### src/rtl/conv_window_scheduler.sv
// conv_window_scheduler
//   Streams an IMG_W x IMG_H image out of a synchronous ROM, in row-major
//   order, to a line buffer. Each pixel carries tags that mark the end of a
//   row and the end of the frame. A further tag marks when the pixel completes
//   a K_R x K_S window, and gives that window's output-map coordinates.
//
// Ports
//   clk, rst_n      clock (rising edge), asynchronous active-low reset
//   start           one-cycle pulse; launches a frame when idle
//   abort           synchronous cancel of the frame in progress
//   rom_en/rom_addr ROM read request; data returns on rom_data one cycle later
//   rom_data        ROM read data
//   pix_valid/pix_ready/pix_data/pix_eol/pix_last
//                   pixel stream toward the line buffer
//   win_valid/out_row/out_col
//                   window-complete tag and output coordinates
//   busy, done      frame in progress / one-cycle end-of-frame pulse
//   state_dbg       current FSM state (IDLE=0, FETCH=1, DRAIN=2, DONE=3)
//
// Handshake: a pixel transfers on a rising edge where pix_valid && pix_ready.
// While pix_valid is high and pix_ready is low, every pix_* / window output
// stays unchanged. pix_valid never drops until its transfer happens, except
// on abort or reset.
module conv_window_scheduler #(
  parameter int IMG_W     = 28,
  parameter int IMG_H     = 28,
  parameter int K_R       = 5,
  parameter int K_S       = 5,
  parameter int INT_WIDTH = 8,
  parameter int ADDR_W    = $clog2(IMG_W*IMG_H)
) (
  input  logic                 clk,
  input  logic                 rst_n,
  input  logic                 start,
  input  logic                 abort,
  output logic                 rom_en,
  output logic [ADDR_W-1:0]    rom_addr,
  input  logic [INT_WIDTH-1:0] rom_data,
  output logic                 pix_valid,
  input  logic                 pix_ready,
  output logic [INT_WIDTH-1:0] pix_data,
  output logic                 pix_eol,
  output logic                 pix_last,
  output logic                 win_valid,
  output logic [7:0]           out_row,
  output logic [7:0]           out_col,
  output logic                 busy,
  output logic                 done,
  output logic [1:0]           state_dbg
);

  typedef enum logic [1:0] {IDLE = 2'd0, FETCH = 2'd1, DRAIN = 2'd2, DONE = 2'd3} state_t;

  typedef struct packed {
    logic       eol;
    logic       last;
    logic       win;
    logic [7:0] orow;
    logic [7:0] ocol;
  } tag_t;

  typedef struct packed {
    logic [INT_WIDTH-1:0] data;
    tag_t                 tag;
  } entry_t;

  localparam logic [ADDR_W-1:0] LAST_ADDR = ADDR_W'(IMG_W*IMG_H-1);
  localparam logic [15:0]       LAST_COL  = 16'(IMG_W-1);
  localparam logic [15:0]       LAST_ROW  = 16'(IMG_H-1);
  localparam logic [15:0]       WIN_R     = 16'(K_R-1);
  localparam logic [15:0]       WIN_C     = 16'(K_S-1);

  state_t            state_q, state_n;
  logic [ADDR_W-1:0] addr_q;
  logic [15:0]       col_q, row_q;
  logic              inflight_q;   // a read was issued last cycle; data is on rom_data now
  tag_t              tag_q;        // tags of the in-flight read
  entry_t            e0_q, e1_q;   // two-entry output FIFO, e0 is the head
  logic [1:0]        cnt_q;

  logic       pop, push, flush, last_issue;
  logic [1:0] occ_after;
  tag_t       issue_tag;
  entry_t     e0_n, e1_n;
  logic [1:0] cnt_n;

  // Tags come from the row/col counters at the moment the read is issued.
  always_comb begin
    issue_tag      = '0;
    issue_tag.eol  = (col_q == LAST_COL);
    issue_tag.last = (col_q == LAST_COL) && (row_q == LAST_ROW);
    issue_tag.win  = (row_q >= WIN_R) && (col_q >= WIN_C);
    if (issue_tag.win) begin
      issue_tag.orow = 8'(row_q - WIN_R);
      issue_tag.ocol = 8'(col_q - WIN_C);
    end
  end

  assign pix_valid = (cnt_q != 2'd0);
  assign pop       = pix_valid && pix_ready;
  assign push      = inflight_q;
  assign flush     = abort && (state_q != IDLE);
  // Occupancy once this cycle's transfer (if any) has left the FIFO. Counting
  // the outgoing pixel as freed is what allows one pixel per cycle, while the
  // sum of reads in flight and stored pixels still never exceeds two.
  assign occ_after = cnt_q - {1'b0, pop};

  assign rom_en     = (state_q == FETCH) && (({1'b0, inflight_q} + occ_after) < 2'd2);
  assign rom_addr   = addr_q;
  assign last_issue = rom_en && (addr_q == LAST_ADDR);

  assign pix_data  = pix_valid ? e0_q.data     : '0;
  assign pix_eol   = pix_valid ? e0_q.tag.eol  : 1'b0;
  assign pix_last  = pix_valid ? e0_q.tag.last : 1'b0;
  assign win_valid = pix_valid ? e0_q.tag.win  : 1'b0;
  assign out_row   = pix_valid ? e0_q.tag.orow : 8'd0;
  assign out_col   = pix_valid ? e0_q.tag.ocol : 8'd0;

  assign busy      = (state_q != IDLE);
  assign done      = (state_q == DONE);
  assign state_dbg = state_q;

  // FIFO next state: shift on pop, then write the returning pixel into the
  // first free slot.
  always_comb begin
    e0_n  = e0_q;
    e1_n  = e1_q;
    cnt_n = occ_after + {1'b0, push};
    if (pop) e0_n = e1_q;
    if (push) begin
      if (occ_after == 2'd0) e0_n = '{data: rom_data, tag: tag_q};
      else                   e1_n = '{data: rom_data, tag: tag_q};
    end
  end

  always_comb begin
    state_n = state_q;
    case (state_q)
      IDLE:    if (start && !abort) state_n = FETCH;
      FETCH:   if (last_issue) state_n = DRAIN;
      DRAIN:   if (pop && e0_q.tag.last) state_n = DONE;
      DONE:    state_n = IDLE;
      default: state_n = IDLE;
    endcase
    if (flush) state_n = IDLE;
  end

  always_ff @(posedge clk or negedge rst_n) begin
    if (!rst_n) begin
      state_q    <= IDLE;
      addr_q     <= '0;
      col_q      <= '0;
      row_q      <= '0;
      inflight_q <= 1'b0;
      tag_q      <= '0;
      e0_q       <= '0;
      e1_q       <= '0;
      cnt_q      <= '0;
    end else begin
      state_q <= state_n;
      if (flush) begin
        addr_q     <= '0;
        col_q      <= '0;
        row_q      <= '0;
        inflight_q <= 1'b0;
        cnt_q      <= '0;
      end else begin
        inflight_q <= rom_en;
        e0_q       <= e0_n;
        e1_q       <= e1_n;
        cnt_q      <= cnt_n;
        if (rom_en) begin
          tag_q <= issue_tag;
          // Counters return to zero after the final read, so rom_addr reads 0
          // for the remainder of the frame.
          if (last_issue) begin
            addr_q <= '0;
            col_q  <= '0;
            row_q  <= '0;
          end else begin
            addr_q <= addr_q + 1'b1;
            if (col_q == LAST_COL) begin
              col_q <= '0;
              row_q <= row_q + 16'd1;
            end else begin
              col_q <= col_q + 16'd1;
            end
          end
        end
      end
    end
  end

endmodule

### config.mk
export PLATFORM = sky130hd
export DESIGN_NAME = conv_window_scheduler
export DESIGN_NICKNAME = d
export VERILOG_FILES = /design/src/rtl/conv_window_scheduler.sv
export SDC_FILE = /design/constraint.sdc
export NUM_CORES = 1
export LEC_CHECK = 0
export ABC_AREA = 1
export BUFFER_PORTS_ARGS = -buffer_cell sky130_fd_sc_hd__buf_2
export CORE_MARGIN = 2
export CORE_UTILIZATION = 45
export CTS_CLUSTER_DIAMETER = 50
export DETAILED_ROUTE_END_ITERATION = 8
export GPL_ROUTABILITY_DRIVEN = 0
export PLACE_DENSITY = 0.63
export SLEW_MARGIN = 15
export SYNTH_ARGS = -nofsm -noshare
export SYNTH_HDL_FRONTEND = slang
export SYNTH_SLANG_ARGS = --single-unit
export TNS_END_PERCENT = 50
### constraint.sdc
create_clock -name clk -period 2.45 [get_ports clk]
set_input_delay 0.3675 -clock clk [delete_from_list [all_inputs] [get_ports clk]]
set_output_delay 0.3675 -clock clk [all_outputs]
set_load 0.05 [all_outputs]
==> flow_metrics.env, run 1 <==
export IMPL_status="finished, final reports clean"
export IMPL_fin_skew_ps=8.78
export IMPL_slowest_delay_ps=390
export IMPL_finalMaxSlewViolations=0
export IMPL_path_common_cell="nor2_2"
export IMPL_fin_crit_sh_pct=96.4
export IMPL_critPathMaxFanout=3
export IMPL_fin_cells=1171
export IMPL_fin_crit_ps=2360
export IMPL_syn_area_per_cell_um2=7.54
export IMPL_clock_sinks=120
export IMPL_grt_pass1_vias=5573
export IMPL_grt_pass1_wl_um=27300
export IMPL_post_dp_hpwl_um=10600
export IMPL_diodes=0
export IMPL_p_int_w=0.00579
export IMPL_cts_tree="built"
export IMPL_max_freq_mhz=423
export IMPL_path_class="reg -> out"
export IMPL_path_delay_family="simple AND/OR/NAND/NOR gates"
export IMPL_slew_headroom_pct=62.1
export IMPL_grt_use_total_pct=20.9
export IMPL_cts_buffers=17
export IMPL_swShare_pct=42.1
export IMPL_synth_xor_area_share_pct=2.04
export IMPL_hold_violations=0
export IMPL_dr_pass1_iters=6
export IMPL_syn_area_um2=6880
export IMPL_setup_viol=0
export IMPL_worstHoldPathType="in -> reg"
export IMPL_core_rowCount=45
export IMPL_yosys_register_bits=120
export IMPL_post_route_util_pct=53.6
export IMPL_fill_cells=1443
export IMPL_worstPathArrival_ps=2000
export IMPL_start_util_pct=45.6
export IMPL_pwr_share_clk_pct=27.7
export IMPL_worstPathCellList="nor2_2, nor2_2, ha_1, inv_2, ha_4, inv_1, nand3_1, nand2_2, nand2_4, clkinv_2, buf_6"
export IMPL_combPwrFrac_pct=42.3
export IMPL_die_x_um=128
export IMPL_grt_max_degree=70
export IMPL_clock_root_buffer="clkbuf_16"
export IMPL_io_pins=56
export IMPL_seqPwrFrac_pct=30.1
export IMPL_fp_dieH_um=128
export IMPL_wl_per_cell_um=13.7
export IMPL_cap_violations=0
export IMPL_synth_top_family_by_area="simple AND/OR/NAND/NOR gates"
export IMPL_p_switching_w=0.00421
export IMPL_coreArea_um2=15100
export IMPL_clock_tree_buffer_depth=2
export IMPL_ys_seq_area_share_pct=43.6
export IMPL_portBuffers=55
export IMPL_antenna_found_initial=0
export IMPL_antenna_left=0
export IMPL_ir_drop_mv=0.684
export IMPL_tightest_slew_ps=569
export IMPL_wirelength_um=16100
export IMPL_dr_first_iter_drc_count=438
export IMPL_areaGrowthSynthToFinish_pct=17.6
export IMPL_die_area_um2=16300
export IMPL_synthCells=912
export IMPL_synth_compound_area_share_pct=12.5
export IMPL_yosys_area_share_simple_pct=27.8
export IMPL_drive_gt1_share_pct=14.3
export IMPL_yosys_warnings=0
export IMPL_crit_buf_inv=4
export IMPL_avgViaCountPerCell=5.09
export IMPL_slowest_stage="dfrtp_1"
export IMPL_total_power_w=0.0100
export IMPL_synth_cell_types=38
export IMPL_synth_mux_area_share_pct=0
export IMPL_gr_total_overflow=0
export IMPL_path_clk_slew_ps=50
export IMPL_fin_nets=1002
export IMPL_dp_cells=1130
export IMPL_h_tree_depth=4
export IMPL_syn_nets=944
export IMPL_p_per_area_nw_per_um2=1240
export IMPL_p_leak_nw=3.99
export IMPL_clock_latency_ps=420
export IMPL_drc=0
export IMPL_required_ps=2080
export IMPL_end_kind="output pin"
export IMPL_via_count=5966
export IMPL_synthAdderAreaFrac_pct=3.46
export IMPL_startpoint_type="flip-flop"
## sequential cells by signal, indices dropped and copies added, names as in the netlist
name	flops
e0_q	27
col_q	16
state_dbg	2
rom_addr	10
cnt_q	2
row_q	16
tag_q	19
inflight_q	1
e1_q	27
## kinds of logic (layout without fill, tap and decap cells)
| logic type | Yosys count | after routing |
|---|---|---|
| buf+inv | 173 | 244 |
| simple gates | 433 | 433 |
| flops | 120 | 120 |
| xor+xnor | 16 | 16 |
| fa+ha+maj | 19 | 19 |
| compound gates | 151 | 151 |
## power groups by stage
stage | registers, W | logic, W | clock network, W
after floorplan | 0.00302 | 0.00316 | 0
after global placement | 0.00301 | 0.00406 | 0
after detailed placement | 0.00303 | 0.00410 | 0
after CTS | 0.00300 | 0.00415 | 0.00281
after global routing | 0.00309 | 0.00472 | 0.00290
final | 0.00301 | 0.00423 | 0.00277
## through the flow
stage | hold slack (ps) | setup WS [ps] | TNS [ps] | cell area [µm²]
finish | 207 | 87.4 | 0 | 8090
global route | 203 | -13.9 | -13.9 | 8090
CTS | 191 | 6.43 | 0 | 8020
detailed placement | 264 | 125 | 0 | 7340
global placement | 267 | 164 | 0 | 7340
floorplan | 71.9 | 187 | 0 | 6880
## synth_stat cells
master,n,area share (%)
nand3_4,1,0.25
nand2_4,2,0.33
xnor2_1,3,0.38
clkbuf_2,2,0.15
nand2_1,231,13
o22ai_1,1,0.091
nand3b_4,1,0.29
nor2_2,3,0.27
nand4_1,31,2.8
nand3_2,1,0.15
inv_2,5,0.27
a31oi_1,1,0.091
buf_2,18,1.3
o31ai_1,1,0.11
nand3b_1,2,0.22
buf_4,4,0.44
dfrtp_1,120,44
xor2_1,13,1.7
a21oi_1,13,0.95
o21ai_4,1,0.24
o21ai_0,78,5.7
nand2_2,5,0.45
ha_1,19,3.5
buf_6,5,0.82
inv_1,126,6.9
nor2_1,84,4.6
o21ai_1,24,1.7
nor2_4,2,0.33
buf_1,2,0.11
nor3_1,6,0.44
o21ai_2,4,0.51
nor2_8,1,0.29
nand3_1,62,4.5
o21bai_1,1,0.11
nand4_4,1,0.31
clkbuf_1,10,0.55
o211ai_1,27,2.9
clkinv_1,1,0.055
## path summary, 6_finish.rpt
path                        startpoint           to  slack [ps]  cells after the start
hold reg to reg               e1_q[21]     e1_q[21]         480                      2
hold / removal             rom_data[5]     e1_q[24]         210                      3
setup reg to reg              cnt_q[0]  rom_addr[8]         180                     15
min in group asynchronous        rst_n     e0_q[19]         380                      2
max in group asynchronous        rst_n     cnt_q[0]        1350                      3
setup / recovery              cnt_q[0]       rom_en          90                     11
## layout by cell type, fill, tap and decap left out, types with 2 or more instances in the layout
master     count
clkbuf_8       7
nand4_1       31
nand2_2        5
buf_4         20
a21oi_1       13
buf_12         4
o21ai_2        4
clkinv_2       2
xnor2_1        3
inv_1        124
o21ai_1       24
o21ai_0       78
nor2_4         2
buf_2         53
nand3_1       62
nor3_1         6
dfrtp_1      120
nand3b_1       2
bufinv_16      4
buf_6          2
ha_1          18
nor2_1        83
inv_2          7
nand2_1      231
clkbuf_16     17
o211ai_1      27
xor2_1        13
nor2_2         4
clkbuf_1       2
nand2_4        2
## routing by layer
metal	share of wire [%]	GRT usage [%]	vias up	routed length, µm
li1	-	-	3056	-
met1	49	28.4	2768	7870
met2	46	33.8	126	7330
met3	4.0	4.42	16	650
met4	1.3	6.08	0	203
met5	0	0	-	0
## worst reg2reg max path: stages, from the launching register on
cell and delay [ps]:
dfrtp_1 390, nor2_2 150, nor2_2 50, ha_1 280, inv_2 50, ha_4 150, inv_1 40, nand3_1 80
nand2_2 110, nand2_4 60, buf_4 170, nand2_4 140, buf_4 190, inv_1 90, o21ai_0 160, nor2_1 50
## layout make-up
cell class                      count  area, µm²  share of cell area [%]
Multi-Input combinational cell    619       3170                    39.1
Sequential cell                   120       3000                    37.1
Clock buffer                       26        529                    6.54
Timing Repair Buffer               80        528                    6.53
Inverter                          132        497                    6.14
Tap cell                          188        235                    2.91
Clock inverter                      6        133                    1.64
## what timing repair did
item / 4_1_cts / 5_1_grt
pin swaps: 0 / 2
hold endpoints to repair: 17 / 0
setup buffers: 1 / 7
cloned: 0 / 0
resized for setup: 2 / 5
endpoints found under the setup margin: 1 / 25
hold buffers: 1 / 0
(Power assumes the default switching activity.)
==> run 2, diff against run 1 <==
--- a/config.mk
+++ b/config.mk
@@ -7,13 +7,13 @@
 export LEC_CHECK = 0
 export ABC_AREA = 1
 export BUFFER_PORTS_ARGS = -buffer_cell sky130_fd_sc_hd__buf_2
+export CORE_ASPECT_RATIO = 1.75
 export CORE_MARGIN = 2
 export CORE_UTILIZATION = 45
 export CTS_CLUSTER_DIAMETER = 50
 export DETAILED_ROUTE_END_ITERATION = 8
 export GPL_ROUTABILITY_DRIVEN = 0
-export PLACE_DENSITY = 0.63
-export SLEW_MARGIN = 15
+export PLACE_DENSITY = 0.71
 export SYNTH_ARGS = -nofsm -noshare
 export SYNTH_HDL_FRONTEND = slang
 export SYNTH_SLANG_ARGS = --single-unit
==> run 2 against run 1 <==
- sequential share of layout area is 0.36 points higher
- worst setup slack worse by 18 ps
- highest routed layer unchanged
- sequential power hardly changed
- largest cell class unchanged
==> flow_metrics.env, run 2 (same netlist as run 1, synthesis figures left out) <==
export IMPL_fin_ws_ps=69.4
export IMPL_grt_max_degree=55
export IMPL_cts_tree="built"
export IMPL_path_clk_slew_ps=60
export IMPL_finalSetupTns_ps=0
export IMPL_diodes=0
export IMPL_top_regs="e0_q (27), e1_q (27), tag_q (19)"
export IMPL_path_class="reg -> out"
export IMPL_finalMaxSlewViolations=0
export IMPL_ir_drop_mv=0.787
export IMPL_avgViaCountPerCell=5.26
export IMPL_areaGrowthSynthToFinish_pct=16.5
export IMPL_gr_total_overflow=0
export IMPL_p_per_area_nw_per_um2=1210
export IMPL_slew_headroom_pct=64.4
export IMPL_setup_viol=0
export IMPL_min_to="e1_q[23]"
export IMPL_cap_violations=0
export IMPL_slowest_delay_ps=410
export IMPL_min_from="rom_data[4]"
export IMPL_fin_nets=999
export IMPL_cts_buffers=17
export IMPL_coreArea_um2=14900
export IMPL_dpl_worst_slack_ps=174
export IMPL_dp_cells=1122
export IMPL_fin_crit_sh_pct=97.2
export IMPL_portBuffers=55
export IMPL_total_power_w=0.00971
export IMPL_tightest_slew_ps=533
export IMPL_fin_cells=1163
export IMPL_required_ps=2080
export IMPL_rsz0062_at_grt="no"
export IMPL_post_route_util_pct=53.7
export IMPL_startpoint_type="flip-flop"
export IMPL_grt_pass1_wl_um=27500
export IMPL_worstPathArrival_ps=2010
export IMPL_grt_pass1_vias=5801
export IMPL_via_count=6120
export IMPL_clock_sinks=120
export IMPL_mostFrequentLayoutCells="nand2_1 (231), inv_1 (123), dfrtp_1 (120), nor2_1 (83), o21ai_0 (78)"
export IMPL_end_kind="output pin"
export IMPL_timing_rr_start="cnt_q[0]"
export IMPL_post_dp_hpwl_um=10900
export IMPL_reg2reg_setup_slack_ps=130
export IMPL_fin_skew_ps=8.56
export IMPL_max_freq_mhz=420
export IMPL_start_util_pct=46.1
export IMPL_rr_worst_depth=15
export IMPL_slowest_stage="dfrtp_1"
export IMPL_worstPathCellList="nor2_2, nor2_2, ha_1, inv_2, ha_4, inv_2, nand3_2, nand2_4, nand2_4, inv_4, buf_8"
export IMPL_clock_root_buffer="clkbuf_16"
export IMPL_status="finished, final reports clean"
export IMPL_r2r_end="row_q[15]"
export IMPL_wirelength_um=16500
export IMPL_grt_use_total_pct=20.5
export IMPL_io_pins=56
export IMPL_fp_dieH_um=168
export IMPL_die_area_um2=16300
export IMPL_antenna_found_initial=0
export IMPL_dr_pass1_iters=5
export IMPL_clock_tree_buffer_depth=2
export IMPL_hold_depth=3
export IMPL_fin_crit_ps=2380
export IMPL_hold_violations=0
export IMPL_worstHoldPathType="in -> reg"
export IMPL_wl_per_cell_um=14.1
export IMPL_critPathMaxFanout=2
export IMPL_core_rowCount=59
export IMPL_antenna_left=0
export IMPL_p_leak_nw=3.95
export IMPL_dr_first_iter_drc_count=316
export IMPL_h_tree_depth=4
export IMPL_drc=0
export IMPL_die_x_um=97.5
export IMPL_final_common_cell="nand2_1"
export IMPL_clock_latency_ps=420
export IMPL_drive_gt1_share_pct=14.5
run 2: cell type report:
cell class / instances / area [µm²]
repair buffers: 77 / 536
clock inverters: 15 / 146
well taps: 183 / 229
fillers: 1466 / 6900
flip-flops and latches: 120 / 3000
multi-input cells: 619 / 3180
clock buffers: 17 / 425
inverters: 132 / 498
run 2: power by group:
group	switching (W)	internal (W)
Sequential	0.000437	0.00257
Combinational	0.00293	0.00137
Clock	0.000997	0.00141
Total	0.00437	0.00535
run 2: per-layer routing:
| layer | part of all wire, % | global-route usage [%] | vias up | routed length [µm] |
|---|---|---|---|---|
| met4 | 2.4 | 8.09 | 0 | 401 |
| li1 | - | - | 3041 | - |
| met5 | 0 | 0 | - | 0 |
| met2 | 52 | 36.2 | 124 | 8510 |
| met1 | 43 | 24.9 | 2922 | 7020 |
| met3 | 3.2 | 3.26 | 33 | 521 |
run 2: worst max path at each step:
| stage | from | end | slack (ps) | cells after the start |
|---|---|---|---|---|
| 2_1_floorplan | cnt_q[1] | rom_en | 190 | 11 |
| 3_3_place_gp | cnt_q[1] | row_q[15] | 250 | 15 |
| 3_5_place_dp | cnt_q[1] | row_q[15] | 170 | 15 |
| 4_1_cts | cnt_q[0] | rom_en | 6 | 11 |
| 5_1_grt | cnt_q[0] | rom_en | 9 | 11 |
| 6_report | cnt_q[0] | rom_en | 70 | 11 |
run 2: per-stage QoR:
stage,cell area [µm²],hold slack [ps]
after floorplan,6880,71.9
after global placement,7320,320
after detailed placement,7320,322
after CTS,7930,188
after global routing,8010,201
final,8010,190
run 2: repair_timing:
action / CTS / global route
pin swaps: 3 / 4
cloned: 0 / 1
gates resized for setup: 2 / 9
hold buffers: 1 / 0
endpoints found under the hold margin: 24 / 0
setup endpoints to repair: 1 / 42
setup buffers: 3 / 4
run 2: worst max-delay path, delay by kind of cell, from the launching register on:
kind	cells	cell delay (ps)
adders and majority gates	2	450
and+or+nand+nor	5	420
DFF	1	410
buffers and inverters	4	320
==> run 3, diff against run 2 <==
--- a/config.mk
+++ b/config.mk
@@ -7,13 +7,15 @@
 export LEC_CHECK = 0
 export ABC_AREA = 1
 export BUFFER_PORTS_ARGS = -buffer_cell sky130_fd_sc_hd__buf_2
+export CELL_PAD_IN_SITES_DETAIL_PLACEMENT = 1
+export CELL_PAD_IN_SITES_GLOBAL_PLACEMENT = 1
 export CORE_ASPECT_RATIO = 1.75
 export CORE_MARGIN = 2
 export CORE_UTILIZATION = 45
 export CTS_CLUSTER_DIAMETER = 50
 export DETAILED_ROUTE_END_ITERATION = 8
 export GPL_ROUTABILITY_DRIVEN = 0
-export PLACE_DENSITY = 0.71
+export PLACE_DENSITY = 0.89
 export SYNTH_ARGS = -nofsm -noshare
 export SYNTH_HDL_FRONTEND = slang
 export SYNTH_SLANG_ARGS = --single-unit
==> run 3 against run 2 <==
- clock power is 9.1% higher
- sequential cell count unchanged
- register-to-register slack got worse by 50 ps
- global-route usage up 6.8 points
- fmax rose by 0.22%
- die area did not move
- count of clock-buffer cells in the layout grew 1
- first-iteration DRC count rose by 10%
- sequential power increased by 3%
- critical endpoint unchanged
- critical path type unchanged
- worst setup slack gained 5.3 ps
- via count rose by 8.0%
==> flow_metrics.env, run 3 (same netlist as run 1, synthesis figures left out) <==
export IMPL_worstHoldPathType="in -> reg"
export IMPL_p_int_w=0.00556
export IMPL_slew_headroom_pct=62.3
export IMPL_path_class="reg -> out"
export IMPL_portBuffers=55
export IMPL_start_util_pct=46.1
export IMPL_grt_max_degree=55
export IMPL_p_leak_nw=3.98
export IMPL_combPwrFrac_pct=45.2
export IMPL_fin_nets=999
export IMPL_clock_sinks=120
export IMPL_startpoint_type="flip-flop"
export IMPL_dr_first_iter_drc_count=348
export IMPL_wirelength_um=22600
export IMPL_drive_gt1_share_pct=14.8
export IMPL_min_to="e1_q[23]"
export IMPL_cap_violations=0
export IMPL_top_regs="e0_q (27), e1_q (27), tag_q (19)"
export IMPL_h_tree_depth=4
export IMPL_fp_dieH_um=168
export IMPL_fin_crit_sh_pct=96.9
export IMPL_post_dp_hpwl_um=13200
export IMPL_clock_tree_buffer_depth=2
export IMPL_grt_pass1_wl_um=36000
export IMPL_timing_rr_start="cnt_q[0]"
export IMPL_slowest_delay_ps=430
export IMPL_required_ps=2080
export IMPL_max_freq_mhz=421
export IMPL_mostFrequentLayoutCells="nand2_1 (231), inv_1 (123), dfrtp_1 (120), nor2_1 (83), o21ai_0 (75)"
export IMPL_dpl_worst_slack_ps=106
export IMPL_grt_use_total_pct=27.4
export IMPL_crit_buf_inv=4
export IMPL_status="finished, final reports clean"
export IMPL_core_rowCount=59
export IMPL_final_common_cell="nand2_1"
export IMPL_hold_ws_ps=195
export IMPL_gr_total_overflow=0
export IMPL_via_count=6607
export IMPL_r2r_end="e0_q[10]"
export IMPL_antenna_left=0
export IMPL_coreArea_um2=14900
export IMPL_diodes=0
export IMPL_dr_pass1_iters=5
export IMPL_ir_drop_mv=0.707
export IMPL_placed_cell_area_um2=7310
export IMPL_cts_buffers=17
export IMPL_grt_pass1_vias=7064
export IMPL_cts_tree="built"
export IMPL_drc=0
export IMPL_areaGrowthSynthToFinish_pct=17.8
export IMPL_finalInstanceArea_um2=8100
export IMPL_clock_latency_ps=430
export IMPL_die_x_um=97.5
export IMPL_setup_viol=0
export IMPL_hold_depth=3
export IMPL_tightest_slew_ps=565
export IMPL_p_switching_w=0.00487
export IMPL_finalMaxSlewViolations=0
export IMPL_slowest_stage="dfrtp_1"
export IMPL_wl_per_cell_um=19.4
export IMPL_fin_ws_ps=74.8
export IMPL_min_from="rom_data[4]"
export IMPL_antenna_found_initial=0
export IMPL_reg2reg_setup_slack_ps=80
export IMPL_avgViaCountPerCell=5.68
export IMPL_io_pins=56
export IMPL_path_delay_family="adder cells"
export IMPL_fill_cells=1896
export IMPL_seqPwrFrac_pct=29.6
export IMPL_worstPathCellList="nor2_4, nor2_4, ha_4, inv_2, ha_4, inv_1, nand3_2, nand2_4, nand2_4, clkinv_4, buf_8"
export IMPL_critPathMaxFanout=2
export IMPL_end_kind="output pin"
export IMPL_path_clk_slew_ps=70
export IMPL_hold_violations=0
export IMPL_rr_worst_depth=11
export IMPL_die_area_um2=16300
export IMPL_pwr_share_clk_pct=25.2
export IMPL_p_per_area_nw_per_um2=1290
export IMPL_clock_root_buffer="clkbuf_16"
export IMPL_worstPathArrival_ps=2010
export IMPL_fin_crit_ps=2380
export IMPL_fin_skew_ps=10.4
export IMPL_swShare_pct=46.7
[run 3: cell types whose count changed in the layout (fill, tap and decap cells not counted), sizes merged]
cell,delta
clkbuf,+2
clkinvlp,-3
inv,+1
bufinv,+1
buf,-1
[run 3: metal layers]
layer	global-route usage, %	wire length, µm	vias up
met4	12.0	905	0
li1	-	-	3046
met3	4.51	719	74
met5	0.308	0	-
met1	30.4	8560	3296
met2	50.6	12400	191
[run 3: what timing repair did]
item / CTS / global route
hold endpoints to repair: 35 / 0
setup endpoints to repair: 2 / 59
gates resized for setup: 7 / 13
gates cloned: 0 / 2
pin swaps: 2 / 4
hold buffers: 1 / 0
setup buffers: 4 / 3
[run 3: layout make-up]
| cell class | instances | area (µm²) | share of cell area (%) |
|---|---|---|---|
| multi-input combinational | 619 | 3210 | 39.7 |
| sequential | 120 | 3000 | 37.1 |
| timing repair buffer | 77 | 553 | 6.83 |
| inverter | 132 | 500 | 6.18 |
| clock buffer | 18 | 439 | 5.42 |
| tap | 183 | 229 | 2.83 |
| clock inverter | 14 | 164 | 2.02 |
[run 3: how the worst max path moves through the flow]
stage | startpoint | to | slack [ps] | cells past startpoint
floorplan | cnt_q[1] | rom_en | 190 | 11
global placement | pix_ready | col_q[15] | 170 | 15
detailed placement | cnt_q[1] | col_q[15] | 110 | 14
CTS | cnt_q[0] | rom_en | 3 | 11
global route | cnt_q[0] | e0_q[10] | -80 | 11
finish | cnt_q[0] | rom_en | 70 | 11
[run 3: metrics by stage]
stage                     TNS (ps)  total power [W]  util, %  cells
final                            0           0.0104     54.3   1163
after global routing         -75.1           0.0111     54.3   1163
after CTS                        0           0.0101     53.5   1158
after detailed placement         0          0.00725     49.0   1121
after global placement           0          0.00707     49.0   1121
after floorplan                  0          0.00618        -    912
[run 3: tightest hold or removal path: stages]
cell and delay (ps):
buf_2 110, inv_1 50, o21ai_1 60
[run 3: power by group through the flow]
stage | combinational, W | sequential (W) | clock [W]
finish | 0.00472 | 0.00308 | 0.00263
global placement | 0.00406 | 0.00301 | 0
detailed placement | 0.00420 | 0.00305 | 0
global route | 0.00517 | 0.00315 | 0.00273
floorplan | 0.00316 | 0.00302 | 0
CTS | 0.00443 | 0.00305 | 0.00261
